--- src/rtl/weight_tile_pkg.sv ---
// weight_tile_pkg: FSM states and default geometry shared by the
// tile address generators.
package weight_tile_pkg;

    localparam int TILE_DEF   = 8;
    localparam int ADDR_W_DEF = 16;
    localparam int DIM_W_DEF  = 12;
    localparam int REP_W_DEF  = 10;

    typedef enum logic [1:0] {
        IDLE = 2'd0,
        RUN  = 2'd1,
        DONE = 2'd2
    } tile_state_e;

endpackage

--- src/rtl/tile_nest_counter.sv ---
// tile_nest_counter: cascaded wrap counters, level 0 innermost, with
// look-ahead next values and per-level step/wrap flags.
module tile_nest_counter #(
    parameter int N = 5,
    parameter int W = 12
) (
    input  logic                clk,
    input  logic                rstn,
    input  logic                clr,
    input  logic                adv,
    input  logic [N-1:0][W-1:0] term,
    output logic [N-1:0][W-1:0] cnt_d,
    output logic [N-1:0]        step,
    output logic [N-1:0]        wrap,
    output logic                all_term
);

    logic [N-1:0][W-1:0] cnt_q;
    logic                carry;
    logic                at;

    always_comb begin
        cnt_d    = cnt_q;
        step     = '0;
        wrap     = '0;
        all_term = 1'b1;
        carry    = adv;
        at       = 1'b0;
        for (int i = 0; i < N; i++) begin
            at       = (cnt_q[i] == term[i]);
            all_term = all_term & at;
            step[i]  = carry;
            wrap[i]  = carry & at;
            if (carry)
                cnt_d[i] = at ? '0 : cnt_q[i] + W'(1);
            carry = carry & at;
        end
        if (clr)
            cnt_d = '0;
    end

    always_ff @(posedge clk or negedge rstn) begin
        if (!rstn)
            cnt_q <= '0;
        else
            cnt_q <= cnt_d;
    end

endmodule

--- src/rtl/weight_tile_addr_gen.sv ---
// weight_tile_addr_gen: tiled weight-buffer address walker with pad flags.
// WEIGHT_TILE_TRANSPOSE_EN enables column-major intra-tile order.
module weight_tile_addr_gen
    import weight_tile_pkg::*;
#(
    parameter int TILE   = TILE_DEF,
    parameter int ADDR_W = ADDR_W_DEF,
    parameter int DIM_W  = DIM_W_DEF,
    parameter int REP_W  = REP_W_DEF
) (
    input  logic              clk,
    input  logic              rstn,
    input  logic              start,
    input  logic [ADDR_W-1:0] cfg_base,
    input  logic [DIM_W-1:0]  cfg_rows,
    input  logic [DIM_W-1:0]  cfg_cols,
    input  logic [DIM_W-1:0]  cfg_stride,
    input  logic [REP_W-1:0]  cfg_repeat,
    input  logic              cfg_transpose,
    input  logic              i_ready,
    output logic [ADDR_W-1:0] o_addr,
    output logic              o_pad,
    output logic              o_valid,
    output logic              o_tile_last,
    output logic              o_done,
    output logic              o_busy
);

    localparam int LT = $clog2(TILE);
    localparam int CW = (DIM_W > REP_W) ? DIM_W : REP_W;
    localparam int PW = DIM_W + 1;

    tile_state_e state_q, state_d;
    logic clr, adv, ld, zero_cfg, tp;

    logic [DIM_W-1:0]  rows_q, cols_q, stride_q;
    logic [REP_W-1:0]  rep_q;
    logic [ADDR_W-1:0] tr_org_q, tile_org_q, rs_q;
    logic [ADDR_W-1:0] tr_org_d, tile_org_d, rs_d;
    logic [ADDR_W-1:0] stride_a, addr_d;

    logic [4:0][CW-1:0] term, cnt_d;
    logic [4:0]         step, wrap;
    logic               all_term;

    logic [LT-1:0]    c_d, r_d;
    logic             step_r, wrap_r, pad_d, last_d;
    logic [PW-1:0]    row_d, col_d;
    logic [DIM_W-1:0] rows_e, cols_e;

    assign zero_cfg = (cfg_rows == '0) || (cfg_cols == '0) ||
                      (cfg_repeat == '0);

    always_comb begin
        state_d = state_q;
        clr     = 1'b0;
        adv     = 1'b0;
        ld      = 1'b0;
        unique case (state_q)
            IDLE: if (start) begin
                state_d = zero_cfg ? DONE : RUN;
                clr     = !zero_cfg;
                ld      = !zero_cfg;
            end
            RUN: if (i_ready) begin
                if (all_term) begin
                    state_d = DONE;
                end else begin
                    adv = 1'b1;
                    ld  = 1'b1;
                end
            end
            DONE: state_d = IDLE;
            default: state_d = IDLE;
        endcase
    end

    always_ff @(posedge clk or negedge rstn) begin
        if (!rstn)
            state_q <= IDLE;
        else
            state_q <= state_d;
    end

    assign o_valid = (state_q == RUN);
    assign o_done  = (state_q == DONE);
    assign o_busy  = (state_q != IDLE);

`ifdef WEIGHT_TILE_TRANSPOSE_EN
    logic tp_q;
    always_ff @(posedge clk or negedge rstn) begin
        if (!rstn)
            tp_q <= 1'b0;
        else if (clr)
            tp_q <= cfg_transpose;
    end
    assign tp = tp_q;
`else
    assign tp = 1'b0;
`endif

    always_ff @(posedge clk or negedge rstn) begin
        if (!rstn) begin
            rows_q   <= '0;
            cols_q   <= '0;
            stride_q <= '0;
            rep_q    <= '0;
        end else if (clr) begin
            rows_q   <= cfg_rows;
            cols_q   <= cfg_cols;
            stride_q <= cfg_stride;
            rep_q    <= cfg_repeat;
        end
    end

    // levels: inner, outer (c/r swapped by tp), tc, rep, tr
    assign term[0] = CW'(TILE - 1);
    assign term[1] = CW'(TILE - 1);
    assign term[2] = CW'((cols_q - DIM_W'(1)) >> LT);
    assign term[3] = CW'(rep_q - REP_W'(1));
    assign term[4] = CW'((rows_q - DIM_W'(1)) >> LT);

    tile_nest_counter #(.N(5), .W(CW)) u_nest (
        .clk      (clk),
        .rstn     (rstn),
        .clr      (clr),
        .adv      (adv),
        .term     (term),
        .cnt_d    (cnt_d),
        .step     (step),
        .wrap     (wrap),
        .all_term (all_term)
    );

    assign c_d    = tp ? cnt_d[1][LT-1:0] : cnt_d[0][LT-1:0];
    assign r_d    = tp ? cnt_d[0][LT-1:0] : cnt_d[1][LT-1:0];
    assign step_r = tp ? step[0] : step[1];
    assign wrap_r = tp ? wrap[0] : wrap[1];

    assign stride_a = ADDR_W'(stride_q);

    // tile-row origin is kept so each replay restarts from it
    always_comb begin
        tr_org_d   = tr_org_q;
        tile_org_d = tile_org_q;
        rs_d       = rs_q;
        if (clr) begin
            tr_org_d   = cfg_base;
            tile_org_d = cfg_base;
            rs_d       = '0;
        end else if (adv) begin
            if (step_r)
                rs_d = wrap_r ? '0 : rs_q + stride_a;
            if (step[2]) begin
                if (!wrap[2]) begin
                    tile_org_d = tile_org_q + ADDR_W'(TILE);
                end else if (wrap[3]) begin
                    tr_org_d   = tr_org_q + (stride_a << LT);
                    tile_org_d = tr_org_d;
                end else begin
                    tile_org_d = tr_org_q;
                end
            end
        end
    end

    assign rows_e = clr ? cfg_rows : rows_q;
    assign cols_e = clr ? cfg_cols : cols_q;
    assign row_d  = (PW'(cnt_d[4]) << LT) + PW'(r_d);
    assign col_d  = (PW'(cnt_d[2]) << LT) + PW'(c_d);
    assign pad_d  = (row_d >= {1'b0, rows_e}) ||
                    (col_d >= {1'b0, cols_e});
    assign last_d = (cnt_d[0][LT-1:0] == LT'(TILE - 1)) &&
                    (cnt_d[1][LT-1:0] == LT'(TILE - 1));
    assign addr_d = tile_org_d + rs_d + ADDR_W'(c_d);

    always_ff @(posedge clk or negedge rstn) begin
        if (!rstn) begin
            tr_org_q    <= '0;
            tile_org_q  <= '0;
            rs_q        <= '0;
            o_addr      <= '0;
            o_pad       <= 1'b0;
            o_tile_last <= 1'b0;
        end else begin
            tr_org_q   <= tr_org_d;
            tile_org_q <= tile_org_d;
            rs_q       <= rs_d;
            if (ld) begin
                o_addr      <= pad_d ? '0 : addr_d;
                o_pad       <= pad_d;
                o_tile_last <= last_d;
            end
        end
    end

    logic unused_sig;
    assign unused_sig = ^{cfg_transpose, cnt_d[3],
                          cnt_d[1][CW-1:LT], cnt_d[0][CW-1:LT],
                          step[4:3], wrap[4]};

endmodule

--- config.mk ---
export PLATFORM = sky130hd
export DESIGN_NAME = weight_tile_addr_gen
export DESIGN_NICKNAME = d
export VERILOG_FILES = /design/src/rtl/weight_tile_pkg.sv /design/src/rtl/tile_nest_counter.sv /design/src/rtl/weight_tile_addr_gen.sv
export SDC_FILE = /design/constraint.sdc
export NUM_CORES = 1
export LEC_CHECK = 0
export CORE_ASPECT_RATIO = 0.5
export CORE_MARGIN = 1.5
export CORE_UTILIZATION = 55
export DETAILED_ROUTE_END_ITERATION = 8
export PLACE_DENSITY = 0.87
export SETUP_SLACK_MARGIN = 0.4
export SLEW_MARGIN = 20
export SYNTH_ARGS = -nofsm -noshare
export SYNTH_HDL_FRONTEND = slang
export SYNTH_SLANG_ARGS = --single-unit
--- constraint.sdc ---
create_clock -name clk -period 7.4 [get_ports clk]
set_input_delay 1.48 -clock clk [delete_from_list [all_inputs] [get_ports clk]]
set_output_delay 1.48 -clock clk [all_outputs]
set_load 0.03 [all_outputs]
### Yosys cells after proc, flatten, opt, wreduce, memory -nomap -nowiden

Cells that the tools add are included.
Widths: inputs -> output; s select.

| storage, ports and cells | value |
|---|---|
| flip-flop bits (word level) | 174 |
| bits of input ports | 67 |
| output and inout port bits | 21 |
| logic and storage cells | 112 |

| cells by class | value |
|---|---|
| add/sub/neg operators | 15 |
| magnitude comparators | 2 |
| equal/unequal tests | 12 |
| muxes and demuxes | 38 |
| bitwise operators | 8 |
| reductions and logical operators | 17 |

Operators by type and width:

| cell | count |
|---|---|
| $mux 16 | 14 |
| $mux 12 | 12 |
| $add 12x1->12 const B | 5 |
| $mux 60 | 1 |
| $add 13x3->13 | 2 |
| $ge 13x12->1 | 2 |
| $eq 12x3->1 const B | 2 |
| $eq 12x9->1 | 2 |
| $logic_not 12->1 | 2 |
| $sub 12x1->12 const B | 2 |
| $add 16x12->16 | 1 |
| $add 16x15->16 | 1 |
| $add 16x16->16 | 1 |
| $add 16x3->16 | 1 |
| $add 16x4->16 const B | 1 |
| $eq 12x12->1 | 1 |
| $reduce_bool 2->1 | 6 |
| $sub 10x1->11 const B | 1 |
| $logic_not 10->1 | 1 |
| $and 1x1->1 | 8 |
| $mux 2 | 4 |
| $eq 3x3->1 const B | 2 |
| $reduce_and 3->1 | 2 |
| $mux 1 | 5 |
| 10 further kinds | 13 |

### Logic depth before layout (Yosys ltp)

Gate-level depths: netlist (run 1).

| depth | value |
|---|---|
| depth in word-level cells | 20 |
| depth in mapped cells | 30 |
| gate-level depth less buffers | 26 |

### Hierarchy

From an unflattened synthesis (run 1), not the netlist that was laid out.

| unflattened totals | value |
|---|---|
| cell total of the unflattened synthesis | 1,305 |
| area, all modules | 11,790.1 um^2 |

By module, submodules not included:

| module | instances | cells each | area each (um^2) | sequential area each (um^2) |
|---|---|---|---|---|
| weight_tile_addr_gen | 1 | 870 | 7,787.5 | 2,852.7 |
| tile_nest_counter | 1 | 435 | 4,002.6 | 1,501.4 |

### Worst setup path after synthesis (run 1)

OpenSTA, ideal clock, no wires.

| timing path | value |
|---|---|
| path type | flip-flop to flip-flop |
| start | register rep_q[0] |
| end | register o_addr[15] |
| setup time | 121 ps |
| data arrival time | 6,567 ps |
| data required time | 7,279 ps |
| path slack | 712 ps |
| stages on the path, launching flop included | 31 |
| path buffers | 4 |
| clock period less this slack | 6,688 ps |
| cell sequence | dfrtp_1 > inv_1 > ha_1 > or4b_1 > buf_2 > or4_4 > o311ai_2 > nor2_2 > or4_1 > buf_2 > nor4_4 > nor2_2 > nor2_2 > buf_2 > buf_2 > nand2_1 > nand2_1 > fa_1 > ha_1 > fa_1 > a211oi_1 > nor2_1 > nor4_1 > o31ai_1 > o41a_1 > a21o_1 > a21oi_1 > xnor2_1 > xnor2_1 > xnor2_1 > a22o_1 |

RTL lines:

| item | line | text |
|---|---|---|
| start, declared | weight_tile_addr_gen.sv:37 | `logic [REP_W-1:0] rep_q;` |
| start signal, assigned | weight_tile_addr_gen.sv:112 | `rep_q <= cfg_repeat;` |
| end signal, assigned | weight_tile_addr_gen.sv:190 | `o_addr <= pad_d ? '0 : addr_d;` |
| end, declared | weight_tile_addr_gen.sv:21 | `output logic [ADDR_W-1:0] o_addr,` |

### Final worst setup path (run 1)

| timing path | value |
|---|---|
| start | register rep_q[0] |
| end | register o_addr[15] |

| between the ends | value |
|---|---|
| word-level cells in the longest chain between the ends | 19 |
| elaborated cells on any way between the ends | 34 |
| classes of those cells | add/sub (5); order compare (2); eq/ne (1); mux (19); bitwise (6); reduce/logical (1) |

Ends and longest elaborated chain:

| item | line | text |
|---|---|---|
| $sub 10x1->11 (*) | weight_tile_addr_gen.sv:120 | `assign term[3] = CW'(rep_q - REP_W'(1));` |
| $eq 12x12->1 (*) | tile_nest_counter.sv:30 | `at = (cnt_q[i] == term[i]);` |
| $and 1x1->1 (2 in series) | tile_nest_counter.sv:31 | `all_term = all_term & at;` |
| $mux 1 | weight_tile_addr_gen.sv:66 | `if (all_term) begin` |
| $mux 1 | weight_tile_addr_gen.sv:65 | `RUN: if (i_ready) begin` |
| $mux 1 | weight_tile_addr_gen.sv:59 | `unique case (state_q)` |
| $and 1x1->1 | - |  |
| $and 1x1->1 (3 in series) | tile_nest_counter.sv:33, tile_nest_counter.sv:36 |  |
| $mux 16 | - |  |
| $mux 16 | weight_tile_addr_gen.sv:155 | `if (!wrap[2]) begin` |
| $mux 16 | weight_tile_addr_gen.sv:154 | `if (step[2]) begin` |
| $mux 16 | weight_tile_addr_gen.sv:151 | `end else if (adv) begin` |
| $mux 16 | weight_tile_addr_gen.sv:147 | `if (clr) begin` |
| $add 16x16->16 | weight_tile_addr_gen.sv:175 | `assign addr_d = tile_org_d + rs_d + ADDR_W'(c_d);` |
| $add 16x3->16 | weight_tile_addr_gen.sv:175 |  |
| $mux 16 | weight_tile_addr_gen.sv:190 |  |

Mark *: on every way between the ends. The rest lies on a longest branch, timed or not. The select of a mux whose other input is x is not followed.
A chain may end at the register's enable or synchronous reset.

==> results of run 1 <==
[layout make-up]
| type | count | share of cell area [%] |
|---|---|---|
| multi-input cells | 1006 | 50.6 |
| flip-flops and latches | 174 | 32.6 |
| clock buffers | 21 | 3.45 |
| clock inverters | 11 | 0.985 |
| inverters | 59 | 1.66 |
| repair buffers | 114 | 8.08 |
| well taps | 273 | 2.56 |
| diodes | 1 | 0.0188 |
[placed cells by master (no fill, tap or decap), drive strengths merged, types with 4 or more instances in the layout]
| cell type | n |
|---|---|
| fa | 6 |
| o2111ai | 4 |
| or3 | 11 |
| xor2 | 41 |
| or4 | 10 |
| nand3 | 42 |
| clkbuf | 22 |
| nor3 | 23 |
| o211ai | 8 |
| a21o | 17 |
| a21oi | 45 |
| o31ai | 9 |
| mux2i | 38 |
| and3 | 31 |
| and2 | 8 |
| a22o | 18 |
| xnor2 | 53 |
| nor2 | 116 |
| a31oi | 19 |
| o22ai | 4 |
| nor4 | 26 |
| nand2 | 180 |
| clkdlybuf4s50 | 85 |
| nor2b | 15 |
| o21bai | 6 |
| o21ai | 96 |
| buf | 28 |
| inv | 62 |
| o21a | 8 |
| a211oi | 10 |
| nor3b | 4 |
| nand4 | 18 |
| dfrtp | 174 |
| a2111oi | 8 |
| ha | 81 |
| or2 | 5 |
| nand2b | 7 |
[kinds of logic (layout without fill, tap and decap cells)]
kind of cell | after synthesis | after routing | synth area share, %
simple gates | 509 | 509 | 21.7
compound gates | 277 | 277 | 16.0
flops | 174 | 174 | 38.1
buf+inv | 105 | 205 | 3.67
xor+xnor | 94 | 94 | 7.20
fa+ha+maj | 87 | 87 | 9.92
mux | 39 | 39 | 3.43
other cells | 0 | 1 | 0
[routing by layer]
layer,vias to the layer above,wire (µm),track usage (%)
met3,83,2770,7.08
met2,505,14700,49.0
li1,4761,-,-
met1,5076,13500,40.5
met5,-,0,0
met4,0,835,11.2
[report_power, final]
group | internal, mW | total [mW] | switching [mW]
clock | 0.519 | 0.926 | 0.407
combinational | 0.723 | 1.67 | 0.952
sequential | 1.17 | 1.40 | 0.233
total | 2.41 | 4.00 | 1.59
[state kept, by name, indices dropped and copies added (netlist names)]
register and count:
rs_q 16, state_q 2, o_pad 1, tr_org_q 16, cols_q 12, rep_q 10
rows_q 12, stride_q 12, u_nest.cnt_q 60, tile_org_q 16, o_tile_last 1, o_addr 16
[worst max path at each step]
stage / from / endpoint / slack (ns) / cells after the start
floorplan: rep_q[0] / o_addr[15] / 0.71 / 30
global placement: cfg_rows[0] / o_addr[15] / 0.29 / 23
detailed placement: cfg_rows[0] / o_addr[15] / 0.10 / 23
CTS: rep_q[0] / o_addr[15] / 0.40 / 26
global route: rep_q[0] / o_addr[15] / 0.37 / 27
finish: rep_q[0] / o_addr[15] / 0.66 / 27
[metrics by stage]
stage / instance area, µm² / utilization (%) / hold slack (ns)
after floorplan: 11400 / - / 0.440
after CTS: 13200 / 64.6 / 0.490
after global placement: 12600 / 61.6 / 0.456
after global routing: 13300 / 65.2 / 0.513
after detailed placement: 12600 / 61.6 / 0.473
final: 13300 / 65.2 / 0.491
[worst reg2reg max path, delay by kind of cell, from the launching register on]
family	cells	cell delay, ns
buf+inv	3	0.36
simple gates	10	2.70
flops	1	0.43
xor+xnor	3	0.42
fa+ha+maj	3	1.17
compound gates	8	1.57
[repair_timing]
action / 4_1_cts / 5_1_grt
endpoints found under the setup margin: 2 / 3
cloned: 0 / 0
resized for setup: 5 / 21
pin swaps: 1 / 6
setup buffers: 2 / 5
==> impl_metrics.xml, run 1 <==
<?xml version="1.0" encoding="UTF-8"?>
<metrics>
  <group name="outcome">
    <metric name="status" unit="">finished clean</metric>
  </group>
  <group name="worst_setup_path">
    <metric name="crit_path_start_kind" unit="">flop</metric>
    <metric name="worstPathBufferInverterCount" unit="">3</metric>
    <metric name="reg2reg_to" unit="">o_addr[15]</metric>
    <metric name="critPathMaxFanout" unit="">5</metric>
    <metric name="rrSetupSlack" unit="ns">0.66</metric>
    <metric name="worst_path_arrival_time" unit="ns">7.08</metric>
    <metric name="critPathCaptureType" unit="">flop</metric>
    <metric name="cpMaxStageDelayCell" unit="">sky130_fd_sc_hd__or4_4</metric>
    <metric name="cp_slowest_stage_delay" unit="ns">0.56</metric>
    <metric name="worstRegToRegCells" unit="">27</metric>
    <metric name="cp_data_required_time" unit="ns">7.74</metric>
    <metric name="cp_top_family" unit="">simple AND/OR/NAND/NOR gates</metric>
    <metric name="regToRegStartpoint" unit="">rep_q[0]</metric>
    <metric name="timing_worst_setup_path_type" unit="">reg2reg</metric>
  </group>
  <group name="route">
    <metric name="number_of_vias_after_detailed_routing" unit="">10400</metric>
    <metric name="route.final.wire_length" unit="mm">31.8</metric>
    <metric name="final_antenna_net_count" unit="">0</metric>
    <metric name="drt_iter0_markers" unit="">1079</metric>
    <metric name="routed_wire_length_per_instance" unit="µm">19.2</metric>
    <metric name="first_pass_iters" unit="">6</metric>
    <metric name="drc_viols" unit="">0</metric>
    <metric name="vias_per_cell" unit="">6.28</metric>
  </group>
  <group name="cts">
    <metric name="cts_tree" unit="">done</metric>
    <metric name="clock_path_buffers" unit="">2</metric>
    <metric name="numCtsBuffers" unit="">17</metric>
    <metric name="cts-root-buf" unit="">sky130_fd_sc_hd__clkbuf_16</metric>
    <metric name="cts-hold-fix-buffers" unit="">0</metric>
    <metric name="ctsHtreeMaxLevel" unit="">4</metric>
    <metric name="cts_num_sinks" unit="">174</metric>
    <metric name="worst_setup_hold_path_clk_slew" unit="ns">0.07</metric>
    <metric name="worstSkewPairLatency" unit="ns">0.45</metric>
  </group>
  <group name="synth">
    <metric name="synth.cells.most_frequent" unit="">sky130_fd_sc_hd__nand2_1, sky130_fd_sc_hd__dfrtp_1, sky130_fd_sc_hd__nor2_1</metric>
    <metric name="post_synth_design_cell_area" unit="mm²">0.0114</metric>
    <metric name="synth_top_cells_by_area" unit="">sky130_fd_sc_hd__dfrtp_1, sky130_fd_sc_hd__ha_1, sky130_fd_sc_hd__nand2_1</metric>
    <metric name="synth_fp_nets" unit="">1439</metric>
    <metric name="most_frequent_cell_after_synthesis" unit="">sky130_fd_sc_hd__nand2_1</metric>
    <metric name="synth_cells" unit="">1285</metric>
    <metric name="synth.lib_cells_used.distinct" unit="">74</metric>
    <metric name="synthesis.area_per_instance" unit="µm²">8.89</metric>
    <metric name="number_of_storage_elements_in_the_synthesis_netlist" unit="">174</metric>
    <metric name="seq_area_frac_synth" unit="%">38.1</metric>
    <metric name="number_of_synthesized_flops_with_an_enable_pin" unit="">0</metric>
    <metric name="netlist.top_cell.by_area" unit="">sky130_fd_sc_hd__dfrtp_1</metric>
    <metric name="async_flop_share" unit="%">100</metric>
    <metric name="ys.warnings.count" unit="">0</metric>
    <metric name="yosys_most_used_dff" unit="">sky130_fd_sc_hd__dfrtp_1</metric>
    <metric name="synth_largest_type_area_fraction" unit="%">38.1</metric>
  </group>
  <group name="run">
    <metric name="drv_cap" unit="">0</metric>
  </group>
  <group name="placement">
    <metric name="port-buffer-count" unit="">86</metric>
    <metric name="dpl.cell_count" unit="">1619</metric>
    <metric name="gp_congestion" unit="">0.905</metric>
    <metric name="dp_hpwl" unit="mm">23.2</metric>
    <metric name="detailedPlace.worstSlack" unit="ns">0.104</metric>
  </group>
  <group name="power">
    <metric name="power_density" unit="mW/mm²">300</metric>
    <metric name="report.power.total" unit="mW">4.00</metric>
    <metric name="leakagePower" unit="nW">6.11</metric>
    <metric name="irDropWorstVdd" unit="V">0.000153</metric>
  </group>
  <group name="global_route">
    <metric name="grt_use_total" unit="%">30.6</metric>
    <metric name="antenna_violations_before_repair" unit="">1</metric>
    <metric name="vias_in_the_first_global_route" unit="">10300</metric>
    <metric name="grt_overflow_total" unit="">0</metric>
    <metric name="maximum_number_of_pins_on_one_net_before_global_route_repair" unit="">113</metric>
    <metric name="first_pass_grt_wire_length" unit="mm">52.2</metric>
  </group>
  <group name="finish">
    <metric name="multi_input_area" unit="mm²">0.00675</metric>
    <metric name="area.sequential" unit="mm²">0.00435</metric>
    <metric name="num-fill-cells" unit="">1533</metric>
    <metric name="layout-drive-gt1-share" unit="%">7.73</metric>
    <metric name="design.final.nets" unit="">1526</metric>
    <metric name="area_growth" unit="%">16.7</metric>
    <metric name="number_of_non_filler_instances_in_the_completed_layout" unit="">1659</metric>
  </group>
  <group name="sta">
    <metric name="worst_slew_pin_slew" unit="ns">0.979</metric>
    <metric name="relSlewSlack" unit="%">34.1</metric>
    <metric name="rsz_0062_raised_after_global_routing" unit="">true</metric>
    <metric name="timing_max_transition_violations_final" unit="">0</metric>
    <metric name="period_needed" unit="ns">6.74</metric>
    <metric name="clock_skew" unit="ns">0.0122</metric>
    <metric name="hold_viol" unit="">0</metric>
    <metric name="setup_ws" unit="ns">0.657</metric>
    <metric name="maxClockFrequency" unit="MHz">148</metric>
    <metric name="fin_crit_sh" unit="%">91.1</metric>
    <metric name="tns" unit="ns">0</metric>
    <metric name="finalSetupViolations" unit="">0</metric>
  </group>
  <group name="floorplanning">
    <metric name="initial_standard_cell_utilization_of_the_core" unit="%">55.9</metric>
    <metric name="count_of_standard_cell_rows" unit="">37</metric>
    <metric name="core-area" unit="mm²">0.0205</metric>
    <metric name="io_pins" unit="">88</metric>
    <metric name="floorplan.die_area" unit="mm²">0.0217</metric>
    <metric name="die_width" unit="µm">207</metric>
    <metric name="dieHeight" unit="µm">105</metric>
  </group>
  <group name="worst_hold_path">
    <metric name="endpoint_of_the_worst_hold_path" unit="">tr_org_q[0]</metric>
    <metric name="hold_start" unit="">tr_org_q[0]</metric>
    <metric name="worstHoldPathCells" unit="">2</metric>
    <metric name="worst_hold_path_type" unit="">reg2reg</metric>
  </group>
</metrics>
(Power assumes the default switching activity.)
==> inputs of run 2 (changes only) <==
--- a/config.mk
+++ b/config.mk
@@ -5,6 +5,7 @@
 export SDC_FILE = /design/constraint.sdc
 export NUM_CORES = 1
 export LEC_CHECK = 0
+export ABC_CLOCK_PERIOD_IN_PS = 7400
 export CORE_ASPECT_RATIO = 0.5
 export CORE_MARGIN = 1.5
 export CORE_UTILIZATION = 55
==> results of run 2 <==
Final layout, timing and power as in run 1 (identical DEF).
==> inputs of run 3 (changes only) <==
--- a/config.mk
+++ b/config.mk
@@ -12,7 +12,7 @@
 export DETAILED_ROUTE_END_ITERATION = 8
 export PLACE_DENSITY = 0.87
 export SETUP_SLACK_MARGIN = 0.4
-export SLEW_MARGIN = 20
+export SLEW_MARGIN = 0
 export SYNTH_ARGS = -nofsm -noshare
 export SYNTH_HDL_FRONTEND = slang
 export SYNTH_SLANG_ARGS = --single-unit
==> run 3 against run 2 <==
  * Combinational power is essentially flat
  * Sequential cell count did not move
  * Cell area is essentially flat
  * Register-to-register slack barely moved
  * Setup slack is the same
  * Power hardly changed
  * Core utilization barely moved
  * Clock-buffer cell count unchanged
  * Highest routed layer unchanged
  * Clock power is essentially flat
  * Routed wire length stayed put
  * Global-route usage unchanged
==> impl_metrics.xml, run 3 (synthesis results as in run 1) <==
<?xml version="1.0" encoding="UTF-8"?>
<metrics>
  <group name="outcome">
    <metric name="status" unit="">finished clean</metric>
  </group>
  <group name="finish">
    <metric name="area.sequential" unit="mm²">0.00435</metric>
    <metric name="top_register" unit="">u_nest.cnt_q</metric>
    <metric name="most-common-layout-cells" unit="">sky130_fd_sc_hd__nand2_1, sky130_fd_sc_hd__dfrtp_1, sky130_fd_sc_hd__nor2_1, sky130_fd_sc_hd__o21ai_0, sky130_fd_sc_hd__clkdlybuf4s50_1</metric>
    <metric name="design_area" unit="mm²">0.0133</metric>
    <metric name="number_of_non_filler_instances_in_the_completed_layout" unit="">1659</metric>
    <metric name="layout.cells.most_common" unit="">sky130_fd_sc_hd__nand2_1</metric>
    <metric name="layout-drive-gt1-share" unit="%">7.73</metric>
    <metric name="area_growth" unit="%">16.7</metric>
    <metric name="multi_input_area" unit="mm²">0.00675</metric>
    <metric name="largest_register_ffs" unit="">60</metric>
    <metric name="num-fill-cells" unit="">1534</metric>
    <metric name="design.final.nets" unit="">1526</metric>
    <metric name="fin_util" unit="%">65.2</metric>
  </group>
  <group name="worst_setup_path">
    <metric name="crit_path_start_kind" unit="">flop</metric>
    <metric name="timing_worst_setup_path_type" unit="">reg2reg</metric>
    <metric name="worstSetupStartpoint" unit="">rep_q[0]</metric>
    <metric name="cp_slowest_stage_delay" unit="ns">0.56</metric>
    <metric name="regToRegStartpoint" unit="">rep_q[0]</metric>
    <metric name="worst_path_arrival_time" unit="ns">7.08</metric>
    <metric name="critical_path.endpoint" unit="">o_addr[15]</metric>
    <metric name="cp_data_required_time" unit="ns">7.74</metric>
    <metric name="reg2reg_to" unit="">o_addr[15]</metric>
    <metric name="rrSetupSlack" unit="ns">0.66</metric>
    <metric name="worstRegToRegCells" unit="">27</metric>
    <metric name="cpMaxStageDelayCell" unit="">sky130_fd_sc_hd__or4_4</metric>
    <metric name="critPathMaxFanout" unit="">5</metric>
    <metric name="critPathCaptureType" unit="">flop</metric>
  </group>
  <group name="floorplanning">
    <metric name="count_of_standard_cell_rows" unit="">37</metric>
    <metric name="dieHeight" unit="µm">105</metric>
    <metric name="core-area" unit="mm²">0.0205</metric>
    <metric name="floorplan.die_area" unit="mm²">0.0217</metric>
    <metric name="io_pins" unit="">88</metric>
    <metric name="initial_standard_cell_utilization_of_the_core" unit="%">55.9</metric>
    <metric name="die_width" unit="µm">207</metric>
  </group>
  <group name="placement">
    <metric name="dpl.cell_count" unit="">1619</metric>
    <metric name="postPlaceCellArea" unit="mm²">0.0126</metric>
    <metric name="detailedPlace.worstSlack" unit="ns">0.104</metric>
    <metric name="gp_congestion" unit="">0.905</metric>
    <metric name="port-buffer-count" unit="">86</metric>
    <metric name="dp_hpwl" unit="mm">23.2</metric>
  </group>
  <group name="route">
    <metric name="drt_iter0_markers" unit="">1079</metric>
    <metric name="number_of_vias_after_detailed_routing" unit="">10400</metric>
    <metric name="final_antenna_net_count" unit="">0</metric>
    <metric name="routed_wire_length_per_instance" unit="µm">19.2</metric>
    <metric name="vias_per_cell" unit="">6.28</metric>
    <metric name="first_pass_iters" unit="">6</metric>
    <metric name="route.final.wire_length" unit="mm">31.8</metric>
    <metric name="drc_viols" unit="">0</metric>
  </group>
  <group name="power">
    <metric name="fraction_of_power_spent_switching_nets" unit="%">39.8</metric>
    <metric name="leakagePower" unit="nW">6.11</metric>
    <metric name="irDropWorstVdd" unit="V">0.000153</metric>
    <metric name="power.share.combinational" unit="%">41.9</metric>
    <metric name="seq_power_share" unit="%">35.0</metric>
    <metric name="internal-power" unit="mW">2.41</metric>
    <metric name="p_clk_share" unit="%">23.2</metric>
    <metric name="total_switching_power" unit="mW">1.59</metric>
    <metric name="power_density" unit="mW/mm²">300</metric>
    <metric name="report.power.total" unit="mW">4.00</metric>
  </group>
  <group name="cts">
    <metric name="worstSkewPairLatency" unit="ns">0.45</metric>
    <metric name="cts-root-buf" unit="">sky130_fd_sc_hd__clkbuf_16</metric>
    <metric name="numCtsBuffers" unit="">17</metric>
    <metric name="clock_path_buffers" unit="">2</metric>
    <metric name="cts_num_sinks" unit="">174</metric>
    <metric name="ctsHtreeMaxLevel" unit="">4</metric>
    <metric name="cts-hold-fix-buffers" unit="">0</metric>
    <metric name="cts_tree" unit="">done</metric>
    <metric name="worst_setup_hold_path_clk_slew" unit="ns">0.07</metric>
  </group>
  <group name="worst_hold_path">
    <metric name="worst_hold_path_type" unit="">reg2reg</metric>
  </group>
  <group name="global_route">
    <metric name="grt_use_total" unit="%">30.6</metric>
    <metric name="antenna_violations_before_repair" unit="">1</metric>
    <metric name="maximum_number_of_pins_on_one_net_before_global_route_repair" unit="">113</metric>
    <metric name="first_pass_grt_wire_length" unit="mm">52.2</metric>
    <metric name="grt_overflow_total" unit="">0</metric>
    <metric name="vias_in_the_first_global_route" unit="">10300</metric>
  </group>
  <group name="sta">
    <metric name="finalSetupViolations" unit="">0</metric>
    <metric name="hold_ws" unit="ns">0.491</metric>
    <metric name="hold_viol" unit="">0</metric>
    <metric name="maxClockFrequency" unit="MHz">148</metric>
    <metric name="fin_crit_sh" unit="%">91.1</metric>
    <metric name="worst_slew_pin_slew" unit="ns">1.04</metric>
    <metric name="rsz_0062_raised_after_global_routing" unit="">true</metric>
    <metric name="relSlewSlack" unit="%">30.8</metric>
    <metric name="period_needed" unit="ns">6.74</metric>
    <metric name="clock_skew" unit="ns">0.0122</metric>
    <metric name="tns" unit="ns">0</metric>
    <metric name="timing_max_transition_violations_final" unit="">0</metric>
    <metric name="setup_ws" unit="ns">0.657</metric>
  </group>
  <group name="run">
    <metric name="drv_cap" unit="">0</metric>
  </group>
</metrics>
==> run 3: cell count changes in the layout (fill, tap and decap cells not counted), sizes merged <==
cell    before  now
buf         28   29
clkbuf      22   21
==> run 3: cell type report <==
type,count,share of cell area [%]
Tap cell,273,2.56
Clock inverter,11,0.985
Timing Repair Buffer,114,8.07
Clock buffer,21,3.45
Sequential cell,174,32.6
Antenna cell,1,0.0188
Inverter,59,1.66
Multi-Input combinational cell,1006,50.6
==> run 3: worst max-delay path, delay by kind of cell (launching register included) <==
kind                     cells  cell delay [ns]
AO/OA/AOI/OAI                8             1.55
XOR/XNOR                     3             0.42
adder cells (fa/ha/maj)      3             1.17
buffers and inverters        3             0.36
flip-flops                   1             0.43
AND/OR/NAND/NOR             10             2.69
==> run 3: repair_timing <==
action | in CTS | in global routing
endpoints found under the setup margin | 2 | 3
gates resized for setup | 5 | 21
setup buffers | 2 | 5
gates cloned | 0 | 0
pin swaps | 1 | 6
==> run 3: worst min path at each step <==
stage / start / to / slack [ns] / cells after the start
floorplan: state_q[1] / state_q[1] / 0.44 / 1
global placement: state_q[1] / state_q[1] / 0.46 / 1
detailed placement: tr_org_q[0] / tr_org_q[0] / 0.47 / 2
CTS: tr_org_q[0] / tr_org_q[0] / 0.49 / 2
global route: state_q[1] / state_q[1] / 0.51 / 1
finish: tr_org_q[0] / tr_org_q[0] / 0.49 / 2
==> run 3: metal layers <==
layer	track usage, %	vias up	part of all wire (%)
li1	-	4761	-
met1	40.5	5076	42
met2	49.0	505	46
met3	7.08	83	8.7
met5	0	-	0
met4	11.2	0	2.6
==> run 3: power groups by stage <==
stage,clock network [mW],logic (mW),registers [mW]
2_1_floorplan,0,1.07,1.41
3_3_place_gp,0,1.51,1.38
3_5_place_dp,0,1.59,1.40
4_1_cts,0.927,1.62,1.39
5_1_grt,0.967,1.84,1.43
6_report,0.926,1.67,1.40
